## src/rtl/id_ex_pkg.sv

```systemverilog
// id_ex_pkg: shared widths and payload layout for the ID->EX pipeline stage.
//   Default field widths, a width helper, and the packed payload struct
//   (rd, rt, rs, func, rd1, rd2, paddr) built from the default widths.
package id_ex_pkg;

  localparam int unsigned REG_ADDR_W_DEF  = 3;
  localparam int unsigned FUNC_W_DEF      = 5;
  localparam int unsigned DATA_W_DEF      = 8;
  localparam int unsigned ADDR_W_DEF      = 12;
  localparam int unsigned STALL_CNT_W_DEF = 16;

  // Total bits carried from ID to EX for a given set of field widths.
  function automatic int unsigned payload_width(input int unsigned reg_addr_w,
                                                input int unsigned func_w,
                                                input int unsigned data_w,
                                                input int unsigned addr_w);
    return 3 * reg_addr_w + func_w + 2 * data_w + addr_w;
  endfunction

  localparam int unsigned PAYLOAD_W =
    payload_width(REG_ADDR_W_DEF, FUNC_W_DEF, DATA_W_DEF, ADDR_W_DEF);

  // Field order (MSB first) matches the packing used by id_ex_pipe_stage.
  typedef struct packed {
    logic [REG_ADDR_W_DEF-1:0] rd;
    logic [REG_ADDR_W_DEF-1:0] rt;
    logic [REG_ADDR_W_DEF-1:0] rs;
    logic [FUNC_W_DEF-1:0]     func;
    logic [DATA_W_DEF-1:0]     rd1;
    logic [DATA_W_DEF-1:0]     rd2;
    logic [ADDR_W_DEF-1:0]     paddr;
  } id_ex_payload_t;

endpackage

```

## src/rtl/id_ex_pipe_stage_skid.sv

```systemverilog
// pipe_skid_buf: generic 2-entry skid buffer with valid/ready handshake.
//   clk, rst (async, active-low)
//   in_valid / in_ready / in_data   : upstream side; in_ready is a pure flop
//                                     output (skid entry empty)
//   flush                           : synchronous squash of everything held
//                                     and the word offered this cycle
//   out_valid / out_ready / out_data: downstream side, driven from main entry
//   occupancy                       : number of entries held (0..2)
module pipe_skid_buf #(
  parameter int unsigned WIDTH = 8
) (
  input  logic             clk,
  input  logic             rst,
  input  logic             in_valid,
  output logic             in_ready,
  input  logic [WIDTH-1:0] in_data,
  input  logic             flush,
  output logic             out_valid,
  input  logic             out_ready,
  output logic [WIDTH-1:0] out_data,
  output logic [1:0]       occupancy
);

  logic             main_valid_q, main_valid_d;
  logic             skid_valid_q, skid_valid_d;
  logic [WIDTH-1:0] main_data_q,  main_data_d;
  logic [WIDTH-1:0] skid_data_q,  skid_data_d;
  logic             accept;
  logic             emit;

  always_comb begin
    accept       = in_valid & ~skid_valid_q;
    emit         = main_valid_q & out_ready;
    main_valid_d = main_valid_q;
    skid_valid_d = skid_valid_q;
    main_data_d  = main_data_q;
    skid_data_d  = skid_data_q;

    if (flush) begin
      main_valid_d = 1'b0;
      skid_valid_d = 1'b0;
      main_data_d  = '0;
      skid_data_d  = '0;
    end else if (skid_valid_q) begin
      // Skid full implies main full; in_ready is low so nothing is accepted.
      if (emit) begin
        main_data_d  = skid_data_q;
        skid_valid_d = 1'b0;
      end
    end else if (accept) begin
      if (!main_valid_q || emit) begin
        main_valid_d = 1'b1;
        main_data_d  = in_data;
      end else begin
        skid_valid_d = 1'b1;
        skid_data_d  = in_data;
      end
    end else if (emit) begin
      main_valid_d = 1'b0;
    end
  end

  always_ff @(posedge clk or negedge rst) begin
    if (!rst) begin
      main_valid_q <= 1'b0;
      skid_valid_q <= 1'b0;
      main_data_q  <= '0;
      skid_data_q  <= '0;
    end else begin
      main_valid_q <= main_valid_d;
      skid_valid_q <= skid_valid_d;
      main_data_q  <= main_data_d;
      skid_data_q  <= skid_data_d;
    end
  end

  assign in_ready  = ~skid_valid_q;
  assign out_valid = main_valid_q;
  assign out_data  = main_data_q;
  assign occupancy = {1'b0, main_valid_q} + {1'b0, skid_valid_q};

endmodule

```

## src/rtl/id_ex_pipe_stage.sv

```systemverilog
// id_ex_pipe_stage: ID->EX pipeline register with valid/ready handshake,
// 2-entry skid buffer, flush, and a saturating stall-cycle counter.
//   clk, rst (async, active-low)
//   in_valid/in_ready, rd_in/rt_in/rs_in, func_in, rd1_in/rd2_in, paddr_in
//   flush                 : squash held and incoming instructions
//   out_valid/out_ready, rd_out/rt_out/rs_out, func_out, rd1_out/rd2_out,
//   paddr_out             : registered payload to EX
//   occupancy             : entries held (0..2)
//   stall_cnt             : cycles with out_valid & ~out_ready, saturating;
//                           cleared only by reset
module id_ex_pipe_stage
  import id_ex_pkg::*;
#(
  parameter int unsigned REG_ADDR_W  = REG_ADDR_W_DEF,
  parameter int unsigned FUNC_W      = FUNC_W_DEF,
  parameter int unsigned DATA_W      = DATA_W_DEF,
  parameter int unsigned ADDR_W      = ADDR_W_DEF,
  parameter int unsigned STALL_CNT_W = STALL_CNT_W_DEF
) (
  input  logic                   clk,
  input  logic                   rst,
  input  logic                   in_valid,
  output logic                   in_ready,
  input  logic [REG_ADDR_W-1:0]  rd_in,
  input  logic [REG_ADDR_W-1:0]  rt_in,
  input  logic [REG_ADDR_W-1:0]  rs_in,
  input  logic [FUNC_W-1:0]      func_in,
  input  logic [DATA_W-1:0]      rd1_in,
  input  logic [DATA_W-1:0]      rd2_in,
  input  logic [ADDR_W-1:0]      paddr_in,
  input  logic                   flush,
  output logic                   out_valid,
  input  logic                   out_ready,
  output logic [REG_ADDR_W-1:0]  rd_out,
  output logic [REG_ADDR_W-1:0]  rt_out,
  output logic [REG_ADDR_W-1:0]  rs_out,
  output logic [FUNC_W-1:0]      func_out,
  output logic [DATA_W-1:0]      rd1_out,
  output logic [DATA_W-1:0]      rd2_out,
  output logic [ADDR_W-1:0]      paddr_out,
  output logic [1:0]             occupancy,
  output logic [STALL_CNT_W-1:0] stall_cnt
);

  localparam int unsigned PW = payload_width(REG_ADDR_W, FUNC_W, DATA_W, ADDR_W);

  logic [PW-1:0]          in_payload;
  logic [PW-1:0]          out_payload;
  logic [STALL_CNT_W-1:0] stall_cnt_q, stall_cnt_d;

  // Same field order as id_ex_payload_t.
  assign in_payload = {rd_in, rt_in, rs_in, func_in, rd1_in, rd2_in, paddr_in};
  assign {rd_out, rt_out, rs_out, func_out, rd1_out, rd2_out, paddr_out} = out_payload;

  pipe_skid_buf #(
    .WIDTH(PW)
  ) u_skid (
    .clk       (clk),
    .rst       (rst),
    .in_valid  (in_valid),
    .in_ready  (in_ready),
    .in_data   (in_payload),
    .flush     (flush),
    .out_valid (out_valid),
    .out_ready (out_ready),
    .out_data  (out_payload),
    .occupancy (occupancy)
  );

  always_comb begin
    stall_cnt_d = stall_cnt_q;
    if (out_valid && !out_ready && (stall_cnt_q != '1)) begin
      stall_cnt_d = stall_cnt_q + {{(STALL_CNT_W-1){1'b0}}, 1'b1};
    end
  end

  always_ff @(posedge clk or negedge rst) begin
    if (!rst) begin
      stall_cnt_q <= '0;
    end else begin
      stall_cnt_q <= stall_cnt_d;
    end
  end

  assign stall_cnt = stall_cnt_q;

endmodule

```

## config.mk

```make
export PLATFORM = sky130hd
export DESIGN_NAME = id_ex_pipe_stage
export DESIGN_NICKNAME = d
export VERILOG_FILES = /design/src/rtl/id_ex_pkg.sv /design/src/rtl/id_ex_pipe_stage_skid.sv /design/src/rtl/id_ex_pipe_stage.sv
export SDC_FILE = /design/constraint.sdc
export NUM_CORES = 1
export LEC_CHECK = 0
export CAP_MARGIN = 30
export CORE_MARGIN = 8
export CORE_UTILIZATION = 40
export CTS_BUF_LIST = sky130_fd_sc_hd__clkbuf_8
export DETAILED_ROUTE_END_ITERATION = 6
export PLACE_DENSITY = 0.76
export SLEW_MARGIN = 10
export SYNTH_ARGS = -nofsm -noshare
export SYNTH_HDL_FRONTEND = slang
export SYNTH_SLANG_ARGS = --single-unit
```

## constraint.sdc

```tcl
create_clock -name clk -period 1.52 [get_ports clk]
set_input_delay 0.304 -clock clk [delete_from_list [all_inputs] [get_ports clk]]
set_output_delay 0.304 -clock clk [all_outputs]
set_load 0.005 [all_outputs]
```

==> results.py, run 1 <==
metrics = {
    "drt": {
        "vias": 4178,
        "drtPass1Iterations": 4,
        "drt_wl_total_um": 14600,
        "vias_per_cell": 5.38,
        "antenna_left": 0,
        "drc": 0,
        "first_iter_violations": 294,
        "wire_per_inst_um": 18.8,
    },
    "synthesis": {
        "synth-seq-cells": 102,
        "synth_area_um2": 4590,
        "synthDistinctLibCells": 34,
        "synthXorXnorAreaFrac_pct": 2.10,
        "synth_mux_area_share_pct": 9.74,
        "syn_inst": 452,
        "syn_area_per_cell_um2": 10.1,
        "yosysSeqAreaShare_pct": 55.7,
        "synth_nets": 501,
        "synthAdderAreaFrac_pct": 0.546,
        "synth-simple-area-share_pct": 15.6,
        "yosysWarningCount": 0,
        "synth_compound_area_share_pct": 13.0,
        "synth_top_family_by_area": "simple AND/OR/NAND/NOR gates",
    },
    "clock_network": {
        "cts_tree": "done",
        "cts_buffer_depth": 2,
        "htree_levels": 3,
        "clkSinkCount": 102,
        "cts-buffers-inserted": 9,
        "clock_latency_ns": 0.36,
        "cts.reportedPaths.clkPinSlew_ns": 0.09,
        "cts_root_buf": "clkbuf_8",
    },
    "final_layout": {
        "final_cell_mix": "nand2_1 (109), dfrtp_1 (101), buf_4 (54)",
        "diodes": 0,
        "fill_cells": 829,
        "nets": 678,
        "area_growth_pct": 60.0,
        "drive_above_1_share_pct": 32.5,
        "final_area_um2": 7340,
        "final_util_pct": 64.8,
        "mostFrequentLayoutCell": "nand2_1",
    },
    "worst_setup_path": {
        "worst_path_most_repeated_cell": "buf_6",
        "worstPathMaxFanout": 22,
        "cp_num_buf_inv": 3,
        "max_stage_delay_ns": 0.42,
        "crit_type": "reg -> reg",
        "crit_path_end_kind": "flop",
        "cp_top_family": "buffers and inverters",
        "cpMaxStageDelayCell": "dfrtp_2",
        "startpoint_type": "flop",
        "required_ns": 1.77,
        "crit_arrival_ns": 1.92,
        "crit_chain": "buf_6 -> buf_6 -> nand2b_4 -> a21oi_4 -> nor2_4 -> clkbuf_16 -> o31ai_1",
    },
    "floorplan": {
        "die_x_um": 123,
        "start_util_pct": 40.5,
        "die-area_um2": 15100,
        "die_h_um": 123,
        "rows": 39,
        "core_area_um2": 11300,
        "pin_count": 109,
    },
    "min_path": {
        "hold_class": "in -> async",
    },
    "timing": {
        "rsz0062_at_grt": "yes",
        "hold_viol_final": 0,
        "setup_viol": 95,
        "fin_crit_sh_pct": 110,
        "slew_violations": 0,
        "period_needed_ns": 1.67,
        "setup_ws_ns": -0.153,
        "max_slew_margin_pct": 74.5,
        "worst_slew_pin_slew_ns": 0.380,
        "fin_skew_ns": 0.0132,
        "max_freq_mhz": 598,
    },
    "global_route": {
        "gr-total-overflow": 0,
        "grt_pass1_wl_um": 21700,
        "grt_pass1_vias": 4265,
        "grt_usage_pct": 18.1,
        "antenna_found_initial": 0,
        "grt_max_degree": 57,
    },
    "placement": {
        "post-place-ws_ns": -0.362,
        "portBuffers": 108,
        "gp_congestion": 0.831,
        "placed_area_um2": 6110,
        "hpwlAfterDp_um": 8250,
    },
    "flow_run": {
        "drv_cap": 0,
    },
    "status": {
        "violations": "setup timing",
        "status": "complete, but fails checks",
    },
    "power_and_ir_drop": {
        "total_power_uw": 6470,
        "vdd_drop_max_v": 0.000440,
        "powerDensity_nw_per_um2": 881,
        "leakage_uw": 0.00339,
    },
}
[sequential cells by signal, indices dropped and copies added, names as in the netlist]
name and count:
stall_cnt 16, u_skid.out_data 42, u_skid.out_valid 1, u_skid.skid_data_q 42, u_skid.skid_valid_q 1
[final timing paths]
check / startpoint / end / slack [ns] / cells past startpoint
setup / recovery: u_skid.skid_valid_q / u_skid.out_data[31] / -0.15 / 7
max in group asynchronous: rst / u_skid.out_data[12] / 0.61 / 3
hold / removal: rst / stall_cnt[0] / 0.38 / 2
hold reg to reg: u_skid.out_data[19] / u_skid.out_data[19] / 0.48 / 2
min in group clk: flush / u_skid.skid_data_q[26] / 0.42 / 3
setup reg to reg: u_skid.skid_valid_q / u_skid.out_data[31] / -0.15 / 7
[power breakdown]
part / internal (uW) / switching [uW] / leakage, uW
clock: 617 / 977 / 0.0000942
combinational: 977 / 834 / 0.00193
sequential: 2910 / 151 / 0.00137
total: 4500 / 1960 / 0.00339
[stage by stage]
step / hold slack [ns] / cells / TNS, ns
4_1_cts: 0.370 / 765 / -4.40
3_5_place_dp: 0.225 / 709 / -25.19
6_report: 0.382 / 777 / -8.80
5_1_grt: 0.374 / 777 / -14.59
3_3_place_gp: 0.221 / 709 / -21.22
2_1_floorplan: 0.00841 / 452 / -0.131
[layer usage]
metal	track usage [%]	part of all wire, %	wire length (um)	up-vias
met4	7.00	2.7	399	0
met5	0	0	0	-
met1	21.3	39	5770	2108
met3	3.84	5.0	732	30
li1	-	-	-	1918
met2	31.6	53	7710	122
[logic make-up (layout without fill, tap and decap cells)]
group | Yosys count | in the layout
AND/OR/NAND/NOR | 162 | 162
buffers and inverters | 35 | 217
flip-flops | 102 | 102
adder cells (fa/ha/maj) | 2 | 2
XOR/XNOR | 11 | 11
multiplexers | 44 | 44
AO/OA/AOI/OAI | 96 | 96
[synth_stat cells]
cell | n | area (um2)
nor4_4 | 1 | 21.3
mux2i_1 | 42 | 420
buf_2 | 14 | 70.1
nor4_2 | 2 | 25.0
xor2_1 | 4 | 35.0
nand4_2 | 1 | 12.5
a31oi_1 | 2 | 12.5
nand4_4 | 1 | 21.3
nand2b_1 | 2 | 12.5
nor3_1 | 1 | 5.00
mux2_1 | 1 | 11.3
or2_1 | 1 | 6.26
nor2b_1 | 1 | 6.26
or3_4 | 1 | 11.3
buf_4 | 1 | 7.51
nor2_1 | 6 | 22.5
and3_1 | 3 | 18.8
o21a_1 | 1 | 7.51
nand2_1 | 130 | 488
a211oi_1 | 1 | 7.51
clkbuf_1 | 16 | 60.1
a21oi_1 | 47 | 235
mux2_4 | 1 | 15.0
nor2_2 | 1 | 6.26
nand4_1 | 4 | 25.0
ha_1 | 2 | 25.0
nand3_1 | 7 | 35.0
inv_1 | 3 | 11.3
o31ai_1 | 42 | 315
buf_1 | 1 | 3.75
o21ai_0 | 2 | 10.0
xnor2_1 | 7 | 61.3
dfrtp_1 | 102 | 2550
o211ai_1 | 1 | 7.51
[area by class of cell]
type / count / area [um2] / share of cell area [%]
flip-flops and latches: 102 / 2550 / 34.8
multi-input cells: 315 / 2420 / 32.9
repair buffers: 198 / 1990 / 27.2
well taps: 143 / 179 / 2.44
clock buffers: 9 / 124 / 1.69
clock inverters: 7 / 57.6 / 0.784
inverters: 3 / 13.8 / 0.188
[timing repair]
action / CTS / global route
setup buffers: 35 / 10
setup endpoints to repair: 85 / 111
endpoints found under the hold margin: 19 / 0
hold buffers: 1 / 0
pin swaps: 18 / 28
gates cloned: 4 / 3
resized for setup: 128 / 89
No activity file was read; power rests on OpenSTA's default activity.
==> inputs of run 2 (changes only) <==
Settings changed: GPL_ROUTABILITY_DRIVEN set to 0.
==> results of run 2 <==
Final layout, timing and power as in run 1 (identical DEF).
==> inputs of run 3 (changes only) <==
Settings changed: CTS_CLUSTER_SIZE set to 28.
Clock period 1.52 ns to 1.5 ns, I/O delays scaled along.
==> results.py, run 3 (synthesized netlist as in run 1, its figures left out) <==
metrics = {
    "drt": {
        "drc": 0,
        "wire_per_inst_um": 20.9,
        "first_iter_violations": 334,
        "vias": 4312,
        "drt_wl_total_um": 16400,
        "drtPass1Iterations": 4,
        "antenna_left": 0,
        "vias_per_cell": 5.48,
    },
    "worst_setup_path": {
        "crit_path_end_kind": "flop",
        "cp_num_buf_inv": 3,
        "crit_arrival_ns": 1.90,
        "startpoint_type": "flop",
        "required_ns": 1.77,
        "crit_type": "reg -> reg",
        "cpMaxStageDelayCell": "dfrtp_2",
        "max_stage_delay_ns": 0.45,
        "cp_top_family": "buffers and inverters",
        "worstPathMaxFanout": 8,
        "crit_chain": "buf_6 -> nand2b_4 -> a21oi_4 -> nor2_4 -> buf_12 -> clkbuf_16 -> o31ai_2",
    },
    "timing": {
        "setup_ws_ns": -0.133,
        "slew_violations": 0,
        "finalSetupTns_ns": -5.43,
        "period_needed_ns": 1.63,
        "worst_slew_pin_slew_ns": 0.544,
        "setup_viol": 98,
        "fin_crit_sh_pct": 109,
        "rsz0062_at_grt": "yes",
        "hold_viol_final": 0,
        "fin_skew_ns": 0.0247,
        "max_slew_margin_pct": 63.7,
        "max_freq_mhz": 612,
    },
    "final_layout": {
        "nets": 688,
        "instances_no_fill": 787,
        "final_util_pct": 72.3,
        "final_cell_mix": "dfrtp_1 (99), nand2_1 (61), nand2_4 (55), buf_4 (55), dlygate4sd2_1 (48)",
        "multi_input_area_um2": 3020,
        "drive_above_1_share_pct": 47.0,
        "mostFrequentLayoutCell": "dfrtp_1",
        "diodes": 0,
        "regArea_um2": 2560,
        "area_growth_pct": 78.5,
        "fill_cells": 770,
    },
    "placement": {
        "place_inst": 714,
        "portBuffers": 108,
        "hpwlAfterDp_um": 8400,
        "post-place-ws_ns": -0.427,
    },
    "global_route": {
        "grt_pass1_vias": 3982,
        "grt_usage_pct": 16.6,
        "grt_max_degree": 103,
        "antenna_found_initial": 0,
        "gr-total-overflow": 0,
        "grt_pass1_wl_um": 20100,
    },
    "clock_network": {
        "clkSinkCount": 102,
        "cts_buffer_depth": 2,
        "cts.reportedPaths.clkPinSlew_ns": 0.10,
        "cts-buffers-inserted": 9,
        "cts_tree": "done",
        "hold_buffers": 0,
        "htree_levels": 3,
        "clock_latency_ns": 0.37,
        "cts_root_buf": "clkbuf_8",
    },
    "power_and_ir_drop": {
        "clkPwrFrac_pct": 26.7,
        "p_seq_share_pct": 44.4,
        "p_switching_uw": 2140,
        "total_power_uw": 7000,
        "switching_share_pct": 30.5,
        "powerDensity_nw_per_um2": 855,
        "p_int_uw": 4860,
        "leakage_uw": 0.00387,
        "vdd_drop_max_v": 0.000467,
        "combinationalPowerShare_pct": 29.0,
    },
    "flow_run": {
        "drv_cap": 0,
    },
    "status": {
        "violations": "setup timing",
        "status": "complete, but fails checks",
    },
    "floorplan": {
        "pin_count": 109,
        "die-area_um2": 15100,
        "die_x_um": 123,
        "rows": 39,
        "start_util_pct": 40.5,
        "die_h_um": 123,
        "core_area_um2": 11300,
    },
    "min_path": {
        "hold_class": "in -> async",
    },
}
[run 3: cell count changes in the layout (fill, tap and decap cells not counted), moves of 6 or more]
cell	before	now
nand2_1	109	61
o31ai_4	2	26
o31ai_2	22	13
buf_12	9	15
a21oi_1	27	8
nand2_4	17	55
nand2_2	4	14
a21oi_2	19	38
o31ai_1	18	3
clkbuf_16	3	11
[run 3: layout make-up]
cell class                      count  area share, %
Multi-Input combinational cell    315           36.9
Sequential cell                   102           31.2
Timing Repair Buffer              208           26.9
Tap cell                          143           2.19
Clock buffer                       10           1.68
Clock inverter                      6          0.917
Inverter                            3          0.138
[run 3: worst paths after layout]
kind	start	to	slack, ns	cells past startpoint
max in group asynchronous	rst	u_skid.out_valid	1.08	2
worst min-delay path	rst	stall_cnt[0]	0.0004	2
worst max register to register	u_skid.skid_valid_q	u_skid.out_data[1]	-0.13	7
worst min register to register	u_skid.out_data[15]	u_skid.out_data[15]	0.50	2
worst max-delay path	u_skid.skid_valid_q	u_skid.out_data[1]	-0.13	7
min in group clk	u_skid.out_data[15]	u_skid.out_data[15]	0.50	2
[run 3: metal layers]
layer / vias up / wire length, um / GRT usage (%)
li1: 1943 / - / -
met2: 123 / 9040 / 29.4
met1: 2211 / 6180 / 19.6
met5: - / 0 / 0
met4: 0 / 572 / 7.30
met3: 35 / 642 / 2.60
[run 3: what timing repair did]
action,CTS,global route
gates resized for setup,110,257
endpoints found under the hold margin,0,0
gates cloned,0,18
buffers inserted,24,15
setup endpoints to repair,114,115
pin swaps,9,129
[run 3: worst reg2reg max path, delay by kind of cell (launching register included)]
family | cells | cell delay (ns)
flops | 1 | 0.45
buf+inv | 3 | 0.47
simple gates | 2 | 0.24
compound gates | 2 | 0.40
[run 3: power by group through the flow]
stage	clock network (uW)	registers [uW]	logic [uW]
2_1_floorplan	0	3160	445
4_1_cts	1880	3070	1410
5_1_grt	2020	3130	2140
3_5_place_dp	0	3150	1360
3_3_place_gp	0	3140	1320
6_report	1870	3110	2030
[run 3: metrics by stage]
stage | hold slack, ns | area, um2
floorplan | 0.00441 | 4610
global placement | 0.404 | 6140
detailed placement | 0.413 | 6140
CTS | 0.0157 | 6650
global route | 0.0301 | 8190
finish | 0.000398 | 8190
